File: src/rtl/counter_offset_if.sv
// counter_offset_if: control and result bundle for counter_offset_mod.
//
// master modport: the sequencer. It drives the load/count controls and the
//   signed output offset, and it observes the results.
// slave modport: the counter. It receives the controls and drives count,
//   value, ovf, unf, tc and wrap.
//
// Signals (W = $clog2(MOD)):
//   load_max  1      load count with MOD-1
//   load      1      load count with load_val (clamped to MOD-1)
//   load_val  W      preload value
//   en        1      count enable
//   dir       1      0 = up, 1 = down
//   offset    OFF_W  signed two's-complement output offset
//   count     W      stored count
//   value     W      (count + offset) mod MOD
//   ovf       1      count + offset >= MOD
//   unf       1      count + offset < 0
//   tc        1      terminal count in the current direction
//   wrap      1      registered one-cycle pulse after a wrapping count edge
interface counter_offset_if #(
    parameter int MOD   = 24,
    parameter int OFF_W = 3
);
    localparam int W = $clog2(MOD);

    logic             load_max;
    logic             load;
    logic [W-1:0]     load_val;
    logic             en;
    logic             dir;
    logic [OFF_W-1:0] offset;
    logic [W-1:0]     count;
    logic [W-1:0]     value;
    logic             ovf;
    logic             unf;
    logic             tc;
    logic             wrap;

    modport master (
        output load_max, load, load_val, en, dir, offset,
        input  count, value, ovf, unf, tc, wrap
    );

    modport slave (
        input  load_max, load, load_val, en, dir, offset,
        output count, value, ovf, unf, tc, wrap
    );
endinterface

File: src/rtl/counter_offset_mod.sv
// counter_offset_mod: modulo-MOD up/down counter with a signed, runtime
// programmable output offset. The offset only shapes the combinational
// output value; the stored count is never touched by it.
//
// Ports:
//   clk  rising-edge clock
//   rst  synchronous, active-high reset (count = 0, wrap = 0)
//   bus  counter_offset_if.slave: load_max/load/load_val/en/dir/offset in,
//        count/value/ovf/unf/tc/wrap out
//
// Update priority per edge: rst > load_max > load > en > hold.
module counter_offset_mod #(
    parameter int MOD   = 24,
    parameter int OFF_W = 3
) (
    input  logic            clk,
    input  logic            rst,
    counter_offset_if.slave bus
);
    localparam int W   = $clog2(MOD);
    // Two guard bits above the wider operand keep the sum exact and signed.
    localparam int S_W = ((W > OFF_W) ? W : OFF_W) + 2;

    localparam logic [W-1:0]          CNT_MAX = W'(MOD - 1);
    localparam logic signed [S_W-1:0] MOD_S   = S_W'(MOD);

    generate
        if (MOD < 2) begin : g_bad_mod
            $error("counter_offset_mod: MOD must be at least 2");
        end
        if ((1 << (OFF_W - 1)) > MOD) begin : g_bad_off
            $error("counter_offset_mod: 2**(OFF_W-1) must not exceed MOD");
        end
    endgenerate

    // Adds the offset to the count and folds the result back into 0..MOD-1.
    // |offset| <= MOD, so a single add or subtract of MOD is always enough.
    // Returns {ovf, unf, value}.
    function automatic logic [W+1:0] fold_offset(
        input logic [W-1:0]              cnt,
        input logic signed [OFF_W-1:0]   off
    );
        logic signed [S_W-1:0] s;
        s = $signed({{(S_W - W){1'b0}}, cnt})
          + $signed({{(S_W - OFF_W){off[OFF_W-1]}}, off});
        if (s < 0) begin
            return {1'b0, 1'b1, W'(s + MOD_S)};
        end else if (s >= MOD_S) begin
            return {1'b1, 1'b0, W'(s - MOD_S)};
        end else begin
            return {2'b00, W'(s)};
        end
    endfunction

    logic [W-1:0]            count_r;
    logic                    wrap_r;
    logic                    at_max;
    logic                    at_zero;
    logic signed [OFF_W-1:0] offset_s;
    logic [W+1:0]            folded;

    assign at_max   = (count_r == CNT_MAX);
    assign at_zero  = (count_r == '0);
    assign offset_s = $signed(bus.offset);
    assign folded   = fold_offset(count_r, offset_s);

    always_ff @(posedge clk) begin
        if (rst) begin
            count_r <= '0;
            wrap_r  <= 1'b0;
        end else if (bus.load_max) begin
            count_r <= CNT_MAX;
            wrap_r  <= 1'b0;
        end else if (bus.load) begin
            // Out-of-range preloads saturate so count stays inside 0..MOD-1.
            count_r <= (bus.load_val > CNT_MAX) ? CNT_MAX : bus.load_val;
            wrap_r  <= 1'b0;
        end else if (bus.en) begin
            if (!bus.dir) begin
                count_r <= at_max ? '0 : count_r + 1'b1;
                wrap_r  <= at_max;
            end else begin
                count_r <= at_zero ? CNT_MAX : count_r - 1'b1;
                wrap_r  <= at_zero;
            end
        end else begin
            wrap_r  <= 1'b0;
        end
    end

    assign bus.count = count_r;
    assign bus.wrap  = wrap_r;
    assign bus.ovf   = folded[W+1];
    assign bus.unf   = folded[W];
    assign bus.value = folded[W-1:0];
    // Announces the wrap one cycle ahead of the edge that performs it.
    assign bus.tc    = bus.en & (bus.dir ? at_zero : at_max);
endmodule

File: src/flat_wrapper.sv
// flat-port wrapper written by rule: the top's interface ports become plain ports
module counter_offset_mod_flat 
#(
    parameter int MOD   = 24,
    parameter int OFF_W = 3
)
  (clk, rst, bus_load_max, bus_load, bus_load_val, bus_en, bus_dir, bus_offset, bus_count, bus_value, bus_ovf, bus_unf, bus_tc, bus_wrap);
  counter_offset_if #(.MOD(MOD), .OFF_W(OFF_W)) bus_i ();
  input  logic clk;
  input  logic rst;
  input wire logic [$bits(bus_i.load_max)-1:0] bus_load_max;
  input wire logic [$bits(bus_i.load)-1:0] bus_load;
  input wire logic [$bits(bus_i.load_val)-1:0] bus_load_val;
  input wire logic [$bits(bus_i.en)-1:0] bus_en;
  input wire logic [$bits(bus_i.dir)-1:0] bus_dir;
  input wire logic [$bits(bus_i.offset)-1:0] bus_offset;
  output wire logic [$bits(bus_i.count)-1:0] bus_count;
  output wire logic [$bits(bus_i.value)-1:0] bus_value;
  output wire logic [$bits(bus_i.ovf)-1:0] bus_ovf;
  output wire logic [$bits(bus_i.unf)-1:0] bus_unf;
  output wire logic [$bits(bus_i.tc)-1:0] bus_tc;
  output wire logic [$bits(bus_i.wrap)-1:0] bus_wrap;
  assign bus_i.load_max = bus_load_max;
  assign bus_i.load = bus_load;
  assign bus_i.load_val = bus_load_val;
  assign bus_i.en = bus_en;
  assign bus_i.dir = bus_dir;
  assign bus_i.offset = bus_offset;
  assign bus_count = bus_i.count;
  assign bus_value = bus_i.value;
  assign bus_ovf = bus_i.ovf;
  assign bus_unf = bus_i.unf;
  assign bus_tc = bus_i.tc;
  assign bus_wrap = bus_i.wrap;
  counter_offset_mod #(.MOD(MOD), .OFF_W(OFF_W)) u_core (.clk(clk), .rst(rst), .bus(bus_i));
endmodule
File: config.mk
export PLATFORM = sky130hd
export DESIGN_NAME = counter_offset_mod_flat
export DESIGN_NICKNAME = d
export VERILOG_FILES = /design/src/rtl/counter_offset_if.sv /design/src/rtl/counter_offset_mod.sv /design/src/flat_wrapper.sv
export SDC_FILE = /design/constraint.sdc
export NUM_CORES = 1
export LEC_CHECK = 0
export ABC_AREA = 1
export CORE_MARGIN = 2
export CORE_UTILIZATION = 42
export DETAILED_ROUTE_END_ITERATION = 7
export GPL_TIMING_DRIVEN = 0
export PLACE_DENSITY = 0.76
export REMOVE_ABC_BUFFERS = 1
export SYNTH_ARGS = -nofsm -noshare
export SYNTH_HDL_FRONTEND = slang
export SYNTH_SLANG_ARGS = --single-unit
export TNS_END_PERCENT = 50
File: constraint.sdc
create_clock -name clk -period 2.5 [get_ports clk]
set_input_delay 0.375 -clock clk [delete_from_list [all_inputs] [get_ports clk]]
set_output_delay 0.375 -clock clk [all_outputs]
set_load 0.01 [all_outputs]
* Word level (Yosys, flattened, before mapping)
Cells that the tools add are included.
Widths: inputs -> output; s select.
** Word-level totals
- Memory bits (read-only) :: 0
- Latch bits :: 0
- Input port bits :: 14
- Output and inout port bits :: 14
- Register bits after elaboration :: 6
- Memories :: 0
- Logic and storage cells :: 29
- RAM bits :: 0
** Operators by class
- Bitwise gates (word level) :: 2
- Eq/ne operators :: 1
- Reduce and logical (&&, ||, !) cells :: 5
- Add/subtract/negate cells :: 5
- Shift-type cells :: 0
- Magnitude comparators :: 3
- Multipliers :: 0
- Muxes and demuxes :: 10
- Div/mod/pow operators :: 0
** Operator list (count)
- $mux 5 :: 7
- $mux 7 :: 2
- $add 6x3->7 :: 1
- $ge 7x6->1 const B :: 1
- $lt 7x1->1 const B :: 1
- $add 5x1->5 const B :: 1
- $add 5x4->5 const B :: 1
- $eq 5x5->1 const B :: 1
- $gt 5x5->1 const B :: 1
- $logic_not 5->1 :: 1
- $sub 5x1->5 const B :: 1
- $sub 5x4->5 const B :: 1
- $reduce_or 4->1 :: 1
- $reduce_bool 3->1 :: 1
- $reduce_bool 2->1 :: 1
- $reduce_or 2->1 :: 1
- $and 1x1->1 :: 1
- $mux 1 :: 1
- $not 1->1 :: 1

* Depth between registers and ports, before layout
- Depth in word-level cells :: 6
- Gate-level depth with buffers :: 15
- Mapped depth without buffers :: 15

* Least setup slack after synthesis
No wires, ideal clock.
- Kind :: reg-to-output
- Start point :: register u_core.count_r[0], in the netlist u_core.bus.count[0]
- End point :: output port bus_value[4]
- Slack :: 0.002 ns
- Required time :: 2.125 ns
- Buffers on the path :: 0
- Data arrival time :: 2.123 ns
- Cell stages (with the launch flop) :: 14
- Cells stage by stage :: dfxtp_1 ha_1 inv_1 fa_1 inv_1 nand2_1 nand2_1 nand2_1 nand2_1 nand2_1 ha_1 or2_0 nand2_1 nand2_1
** On the way
- Word-level cells in the longest chain between the ends :: 4
- Elaborated cells on any way between the ends :: 7
- Classes of those cells :: add/sub (3); order compare (2); mux (2)
** RTL lines
- start: declaration :: RTL line counter_offset_mod.sv:55 : logic [W-1:0] count_r;
- start signal: assignment :: RTL line counter_offset_mod.sv:76 : count_r <= (bus.load_val > CNT_MAX) ? CNT_MAX : bus.load_val;
- start signal: assignment :: RTL line counter_offset_mod.sv:80 : count_r <= at_max ? '0 : count_r + 1'b1;
- start signal: assignment :: RTL line counter_offset_mod.sv:83 : count_r <= at_zero ? CNT_MAX : count_r - 1'b1;
- $add 6x3->7 * :: RTL line counter_offset_mod.sv:45 : + $signed({{(S_W - OFF_W){off[OFF_W-1]}}, off});
- $ge 7x6->1 or $sub 5x4->5 (tied branches) :: RTL line counter_offset_mod.sv:48, counter_offset_mod.sv:49
- $mux 7 :: RTL line counter_offset_mod.sv:48 : end else if (s >= MOD_S) begin
- $mux 7 * :: RTL line counter_offset_mod.sv:46 : if (s < 0) begin
- end: declaration :: RTL line flat_wrapper.sv:18 : output wire logic [$bits(bus_i.value)-1:0] bus_value;
Mark *: on every way between the ends. The rest lies on a longest branch, timed or not.

* Worst setup path in the final report
- Start point :: register u_core.count_r[0], in the netlist u_core.bus.count[0]
- End point :: output port bus_value[3]
Same word-level chain as after synthesis.

==> reports/metrics.yaml <==
status: "finished, violations left"
violated_checks: "setup timing"
synth-seq-area-share_pct: 13.1
final_hold_viol_count: 0
critical_path.reg2reg.startpoint: "u_core.bus.count[0]$_SDFFE_PP0P_"
clock_path_buffers: 2
detail_route.wl_per_cell_um: 11.3
fin_setup_tns_ps: -171
post-route-min-period_ps: 2560
power.share.clock_pct: 18.1
p_int_uw: 305
vias: 1084
sequentialPowerShare_pct: 22.4
design_area_um2: 1330
static-leakage-power_nw: 0.660
placedInstanceArea_um2: 1220
first_global_vias: 974
proportion_of_netlist_area_held_by_the_largest_area_contributor_pct: 13.1
port_buffers: 27
start_kind: "register"
worst_hold_path.num_cells: 2
setup_viol: 3
numPlacedInstances: 203
whs_ps: 580
endpoint_of_the_worst_register_to_register_path: "u_core.bus.count[3]$_SDFFE_PP0P_"
synth_async_sr_flop_share_pct: 0
grt_setup_unrepaired: "true"
layout_commonest_cell: "sky130_fd_sc_hd__nand2_1"
synth_ff_type: "sky130_fd_sc_hd__dfxtp_1"
maxClockFrequency_ghz: 0.391
worst-setup-path-type: "reg -> out"
yosysUniqueCellTypes: 29
net-switching-power_uw: 215
min-delay-start: "u_core.bus.count[1]$_SDFFE_PP0P_"
synth.cell_area_um2: 920
relative_max_transition_margin_pct: 78.1
most-common-layout-cells: "sky130_fd_sc_hd__nand2_1 (30), sky130_fd_sc_hd__inv_1 (23), sky130_fd_sc_hd__clkdlybuf4s50_1 (20), sky130_fd_sc_hd__nand3_1 (12), sky130_fd_sc_hd__o21ai_0 (10)"
clk_pin_slew_worst_paths_ps: 50
num_rows: 16
timing.critical_path.fanout_max: 2
antenna_cells: 0
power.density_nw_per_um2: 392
syn-mean-instance-area_um2: 6.13
worst_slew_pin_slew_ps: 327
final-max-slew-violation-count: 0
maxcap_violations: 0
layout.nets: 209
timing.reg2reg.setup_slack_ps: 1050
synth_largest_area_cell: "sky130_fd_sc_hd__dfxtp_1"
skew_ps: 9.69
hp-class: "reg -> reg"
grt_remaining_overflow: 0
power.share.switching_pct: 41.4
post_route_cells_drive_above_1_share_pct: 24.6
total_power_uw: 520
cts_num_sinks: 6
drt_iter0_drc: 21
antenna_found_initial: 0
grt_pass1_wl_mm: 4.06
floorplan.die.width_um: 50.8
drt_pass1_iterations: 4
postSynthCellCount: 150
hold_endpoint: "u_core.bus.count[1]$_SDFFE_PP0P_"
hpwl_mm: 1.86
remaining_drc_errors: 0
design.core.area_um2: 2020
area_growth_syn_to_layout_pct: 44.4
synth_enable_flop_cells: 0
cp_data_arrival_time_ps: 2190
gpl.final_weighted_congestion: 0.888
gr-usage-all-layers_pct: 20.3
ys_ff_latch: 6
initial_cell_density_of_the_core_pct: 45.5
fp.dieArea_um2: 2580
combinational_group_share_of_total_power_pct: 59.5
reg2regPathDepth: 9
ys_warn_count: 0
synth.top_cells.by_area: "sky130_fd_sc_hd__dfxtp_1 (13%), sky130_fd_sc_hd__nand2_1 (13%), sky130_fd_sc_hd__ha_1 (12%)"
finish.cell_count_without_fillers: 210
setup_ws_ps: -60.0
cts_made_buffers: 3
num_io_pins: 28
insertion_delay_ps: 250
cts_root_buffer: "sky130_fd_sc_hd__clkbuf_4"
tritoncts: "done"
final_antenna_net_count: 0
holdBufCountCts: 0
routed_wl_mm: 2.38
die_height_um: 50.8
htree_num_levels: 1
grt_start_max_net_pins: 10
crit_end_category: "output port"
fin_crit_sh_pct: 102
power.ir.vdd_worst_uv: 259
routed_via_density: 5.16
timing.critical_path.required_ps: 2120
[power groups by stage]
stage | Clock [mW] | Combinational (mW) | Sequential, mW
floorplan | 0 | 0.166 | 0.116
global placement | 0 | 0.277 | 0.117
detailed placement | 0 | 0.283 | 0.117
CTS | 0.0940 | 0.299 | 0.115
global route | 0.103 | 0.350 | 0.117
finish | 0.0939 | 0.310 | 0.116
[state kept, by name (all words and copies together), names as in the netlist]
name / cells
u_core.bus.count: 5
u_core.bus.wrap: 1
[cell families (layout without fill, tap and decap cells)]
| logic type | Yosys count | after routing | synth area share [%] |
|---|---|---|---|
| and+or+nand+nor | 75 | 75 | 41.0 |
| buffers and inverters | 31 | 64 | 12.8 |
| AOI/OAI and AO/OA | 25 | 25 | 15.9 |
| adders and majority gates | 10 | 10 | 14.4 |
| DFF | 6 | 6 | 13.1 |
| xor gates and xnor gates | 3 | 3 | 2.86 |
[worst max-delay path, cell delays in order, from the launching register on]
cell	delay [ps]
sky130_fd_sc_hd__dfxtp_4	370
sky130_fd_sc_hd__ha_4	130
sky130_fd_sc_hd__inv_2	40
sky130_fd_sc_hd__fa_2	350
sky130_fd_sc_hd__buf_4	150
sky130_fd_sc_hd__xnor2_1	300
sky130_fd_sc_hd__nor2_4	70
sky130_fd_sc_hd__nand3_2	80
sky130_fd_sc_hd__nand4_1	140
sky130_fd_sc_hd__inv_1	100
sky130_fd_sc_hd__nand2_1	50
sky130_fd_sc_hd__nand2_1	50
sky130_fd_sc_hd__buf_2	120
[through the flow]
step           worst slack (ps)  utilization (%)
2_1_floorplan              2.02                -
3_3_place_gp               -900             60.3
3_5_place_dp               -918             60.3
4_1_cts                   -40.6             64.8
5_1_grt                    -217             65.7
6_report                  -60.0             65.7
[per-layer routing]
layer  global-route usage, %  wire (um)
met1                    26.6       1160
met2                    34.6       1100
met5                       0          0
met4                    5.41         14
met3                    2.68        104
[worst max path at each step]
stage              endpoint  cells past startpoint                        startpoint
3_5_place_dp   bus_value[4]                     17                     bus_offset[0]
2_1_floorplan  bus_value[4]                     13  u_core.bus.count[0]$_SDFFE_PP0P_
5_1_grt        bus_value[4]                     16  u_core.bus.count[0]$_SDFFE_PP0P_
6_report       bus_value[3]                     12  u_core.bus.count[0]$_SDFFE_PP0P_
4_1_cts        bus_value[4]                     14  u_core.bus.count[0]$_SDFFE_PP0P_
3_3_place_gp   bus_value[4]                     17                     bus_offset[0]
[synth_stat cells, types with 2 or more instances]
cell type	n
sky130_fd_sc_hd__nand3_2	4
sky130_fd_sc_hd__o21ai_0	10
sky130_fd_sc_hd__nand2_1	32
sky130_fd_sc_hd__nand3_1	12
sky130_fd_sc_hd__nand4_1	6
sky130_fd_sc_hd__nand2_2	6
sky130_fd_sc_hd__xor2_1	2
sky130_fd_sc_hd__nor2_1	9
sky130_fd_sc_hd__ha_1	9
sky130_fd_sc_hd__dfxtp_1	6
sky130_fd_sc_hd__a31oi_1	2
sky130_fd_sc_hd__inv_2	2
sky130_fd_sc_hd__a21oi_1	7
sky130_fd_sc_hd__inv_1	28
[final cells by class]
type / count / area (um2)
clock buffers: 3 / 22.5
fillers: 192 / 694
inverters: 30 / 113
multi-input cells: 113 / 741
flip-flops and latches: 6 / 130
well taps: 27 / 33.8
repair buffers: 31 / 288
[repair_timing]
item,4_1_cts,5_1_grt
gates resized for setup,32,9
setup buffers,3,1
cloned,0,0
pin swaps,8,4
endpoints found under the hold margin,0,0
endpoints found under the setup margin,6,6
Note: power is estimated with default switching activity, not from simulation.
